<file path="src/rtl/prbs31_pkg.sv">
// Shared PRBS31 (x^31 + x^28 + 1) definitions for the serial generator and checker.
// Holds the tap positions, the checker state encoding and the feedback helper.
package prbs31_pkg;

  localparam int PRBS_W = 31;
  localparam int TAP_HI = 30;
  localparam int TAP_LO = 27;

  typedef enum logic [1:0] {
    SEED   = 2'd0,
    VERIFY = 2'd1,
    LOCKED = 2'd2
  } state_t;

  function automatic logic prbs31_next(input logic [PRBS_W-1:0] s);
    return s[TAP_HI] ^ s[TAP_LO];
  endfunction

endpackage

</file>
<file path="src/rtl/prbs31_sync_fsm.sv">
// Lock acquisition/loss FSM for the PRBS31 checker: seed, verify, locked with windowed error threshold.
// locked/sync_loss registered, one cycle after the deciding valid bit; never stalls its input.
module prbs31_sync_fsm
  import prbs31_pkg::*;
#(
  parameter int LOCK_CNT = 64,
  parameter int WIN_LEN  = 1024,
  parameter int LOSS_THR = 16
) (
  input  logic   clk,
  input  logic   rst_n,
  input  logic   bit_vld,
  input  logic   mismatch,
  input  logic   seed_nz,
  output state_t state,
  output logic   locked,
  output logic   sync_loss
);

  localparam int MATCH_W = $clog2(LOCK_CNT + 1);
  localparam int WIN_W   = (WIN_LEN > 1) ? $clog2(WIN_LEN) : 1;
  localparam int ERR_W   = $clog2(LOSS_THR + 1);

  state_t             state_q, state_nxt;
  logic [4:0]         seed_q, seed_nxt;
  logic [MATCH_W-1:0] match_q, match_nxt;
  logic [WIN_W-1:0]   win_cnt_q, win_cnt_nxt;
  logic [ERR_W-1:0]   win_err_q, win_err_nxt;
  logic [ERR_W-1:0]   win_err_sum;
  logic               loss_nxt;
  logic               locked_q;
  logic               sync_loss_q;

  always_comb begin
    state_nxt   = state_q;
    seed_nxt    = seed_q;
    match_nxt   = match_q;
    win_cnt_nxt = win_cnt_q;
    win_err_nxt = win_err_q;
    loss_nxt    = 1'b0;
    // Errors on the wrap bit still count toward the window that is closing.
    win_err_sum = win_err_q + ERR_W'(mismatch);

    if (bit_vld) begin
      case (state_q)
        SEED: begin
          if (seed_q == 5'd30) begin
            seed_nxt = '0;
            if (seed_nz) begin
              state_nxt = VERIFY;
            end
          end else begin
            seed_nxt = seed_q + 5'd1;
          end
        end
        VERIFY: begin
          if (mismatch) begin
            state_nxt = SEED;
            match_nxt = '0;
          end else if (match_q == MATCH_W'(LOCK_CNT - 1)) begin
            state_nxt = LOCKED;
            match_nxt = '0;
          end else begin
            match_nxt = match_q + MATCH_W'(1);
          end
        end
        LOCKED: begin
          win_cnt_nxt = win_cnt_q + WIN_W'(1);
          if (win_err_sum >= ERR_W'(LOSS_THR)) begin
            state_nxt   = SEED;
            loss_nxt    = 1'b1;
            match_nxt   = '0;
            win_cnt_nxt = '0;
            win_err_nxt = '0;
          end else if (win_cnt_q == WIN_W'(WIN_LEN - 1)) begin
            win_err_nxt = '0;
          end else begin
            win_err_nxt = win_err_sum;
          end
        end
        default: begin
          state_nxt = SEED;
        end
      endcase
    end
  end

  // rst_n is active-high in this codebase.
  always_ff @(posedge clk) begin
    if (rst_n) begin
      state_q     <= SEED;
      seed_q      <= '0;
      match_q     <= '0;
      win_cnt_q   <= '0;
      win_err_q   <= '0;
      locked_q    <= 1'b0;
      sync_loss_q <= 1'b0;
    end else begin
      state_q     <= state_nxt;
      seed_q      <= seed_nxt;
      match_q     <= match_nxt;
      win_cnt_q   <= win_cnt_nxt;
      win_err_q   <= win_err_nxt;
      locked_q    <= (state_nxt == LOCKED);
      sync_loss_q <= loss_nxt;
    end
  end

  assign state     = state_q;
  assign locked    = locked_q;
  assign sync_loss = sync_loss_q;

endmodule

</file>
<file path="config.mk">
export PLATFORM = sky130hd
export DESIGN_NAME = prbs31_sync_fsm
export DESIGN_NICKNAME = d
export VERILOG_FILES = /design/src/rtl/prbs31_pkg.sv /design/src/rtl/prbs31_sync_fsm.sv
export SDC_FILE = /design/constraint.sdc
export NUM_CORES = 1
export LEC_CHECK = 0
export CORE_ASPECT_RATIO = 0.9
export CORE_MARGIN = 2
export CORE_UTILIZATION = 58
export DETAILED_ROUTE_END_ITERATION = 10
export PLACE_DENSITY = 0.78
export SLEW_MARGIN = 20
export SYNTH_ARGS = -nofsm -noshare
export SYNTH_HDL_FRONTEND = slang
export SYNTH_SLANG_ARGS = --single-unit
</file>
<file path="constraint.sdc">
create_clock -name clk -period 3.2 [get_ports clk]
set_clock_uncertainty 0.1 [all_clocks]
set_input_delay 0.64 -clock clk [delete_from_list [all_inputs] [get_ports clk]]
set_output_delay 0.64 -clock clk [all_outputs]
set_load 0.05 [all_outputs]
</file>
==> reports/metrics.yaml <==
routabilityCongestion: 0.873
min_period_ns: 2.44
synth_top_area_cell: "dfxtp_1"
synth_nets: 183
die_area_sq_um: 3010
cpPeakStageDelay_ns: 0.87
fin_ws_ns: 0.761
synth_edf_count: 0
clk_path_buf_depth: 2
grt_max_degree: 19
ctsRootBufferMaster: "clkbuf_4"
rows: 17
drtIter0Drc: 49
hpwl_mm: 2.01
whs_ns: 0.369
hold_viol: 0
reg2reg_slack_ns: 1.25
ir_drop_uv: 312
finalSetupViolCount: 0
place_ws_ns: 0.471
syn-mean-instance-area_sq_um: 8.72
rsz0062_at_grt: "no"
async_flop_share_pct: 0
cp_max_fo: 8
grt-ovfl-total: 0
synth_top_area_share_pct: 41.4
grt_antenna_before_repair: 0
finalCritPeriodShare_pct: 76.2
num_vias: 1241
drtPass1Iterations: 4
ys_types: 45
core_sq_um: 2450
cts_tree: "built"
yosysSeqAreaShare_pct: 41.4
powerDensity_nw_per_um2: 387
ys.flop_type: "dfxtp_1"
slowest_stage: "clkdlybuf4s50_1"
grt_pass1_vias: 1103
synthTopCellsByCount: "31 x dfxtp_1, 18 x nor2_1, 15 x a21oi_1"
drive_gt1_share_pct: 7.61
ys_seq_elements: 31
n_antenna_cell: 0
maxSlewViolCount: 0
ant_nets: 0
yosys-top-cells-area: "dfxtp_1 41%, a21oi_1 5.0%, ha_1 5.0%"
worst_ep_required_time_ns: 2.46
worstPathArrival_ns: 1.70
fin_nets: 194
htreeDepth: 2
cts_setup_buffers: 0
area_growth_pct: 9.26
timing.fmax_mhz: 410
via_per_inst: 5.85
ctsHoldBuffers: 0
crit_buf_inv: 1
grt_usage_pct: 21.5
wl_mm: 2.76
outcome: "finished, final reports clean"
crit_path_end_kind: "output pin"
slew-limit-headroom_pct: 65.0
io_pins: 9
worst_slew_pin_slew_ns: 0.520
dieWidth_um: 57.6
clk_latency_ns: 0.34
die_h_um: 52.3
synth_warnings: 0
worst_hold_path_type: "reg2reg"
clkTransAtPathRegs_ns: 0.09
maxCapViolations: 0
critPathTopFamily: "buffers and inverters"
syn_area_sq_um: 1500
grt_pass1_wl_mm: 4.79
power.leakage_nw: 0.588
initial_utilization_pct: 61.3
start_kind: "register"
cts_made_buffers: 5
numPortBuffers: 8
tns_ns: 0
path_class: "reg2out"
drcViolationCount: 0
path_cells: "clkdlybuf4s50_1"
syn_inst: 172
synth_most_common_cell: "dfxtp_1"
final_core_util_pct: 67.0
post_drt_wl_per_cell_um: 13.0
cts_resized: 0
cts.sinks: 31
## per-stage QoR
step	power [mW]	cell area (sq um)	instances
floorplan	0.416	1500	172
global placement	0.425	1590	204
detailed placement	0.426	1590	204
CTS	0.643	1640	212
global route	0.662	1640	212
finish	0.635	1640	212
## registers in the layout (all words and copies together), names as in the netlist
| register | count |
|---|---|
| match_q | 7 |
| state | 2 |
| win_err_q | 5 |
| seed_q | 5 |
| locked | 1 |
| sync_loss | 1 |
| win_cnt_q | 10 |
## path summary, 6_finish.rpt
| check | endpoint | cells after the start | startpoint |
|---|---|---|---|
| max | state[1] | 1 | state[1] |
| min reg2reg | match_q[6] | 2 | match_q[6] |
| min | match_q[6] | 2 | match_q[6] |
| max reg2reg | state[0] | 6 | match_q[0] |
## power by group
| group | leakage, nW | internal (mW) | switching (mW) |
|---|---|---|---|
| Clock | 0.0293 | 0.0854 | 0.132 |
| Sequential | 0.250 | 0.387 | 0.00298 |
| Combinational | 0.309 | 0.0114 | 0.0154 |
| Total | 0.588 | 0.484 | 0.151 |
## routing by layer
layer | routed length, um | global-route usage (%) | vias to the layer above
li1 | - | - | 646
met4 | 66 | 13.2 | 0
met5 | 0 | 0 | -
met2 | 1110 | 28.8 | 28
met3 | 137 | 5.43 | 8
met1 | 1440 | 30.6 | 559
## layout make-up
class,count,area [sq um]
clock buffer,7,45.0
multi-input combinational,131,827
clock inverter,1,5.00
timing repair buffer,9,87.6
inverter,5,18.8
tap,28,35.0
fill,201,807
sequential,31,621
## logic make-up after synthesis
group	Yosys count	synth area share [%]
AND/OR/NAND/NOR	79	28.2
AO/OA/AOI/OAI	38	16.7
flip-flops	31	41.4
buffers and inverters	10	3.50
XOR/XNOR	7	4.59
adder cells (fa/ha/maj)	6	5.00
multiplexers	1	0.667
## cell usage in the layout, fill, tap and decap left out, types with 6 or more instances in the layout
cell type / count
a21oi_1: 15
clkdlybuf4s50_1: 8
dfxtp_1: 31
ha_1: 6
nand2_1: 14
nand3_1: 14
nor2_1: 18
nor3_1: 8
o21ai_0: 6
Note: power is estimated with default switching activity, not from simulation.
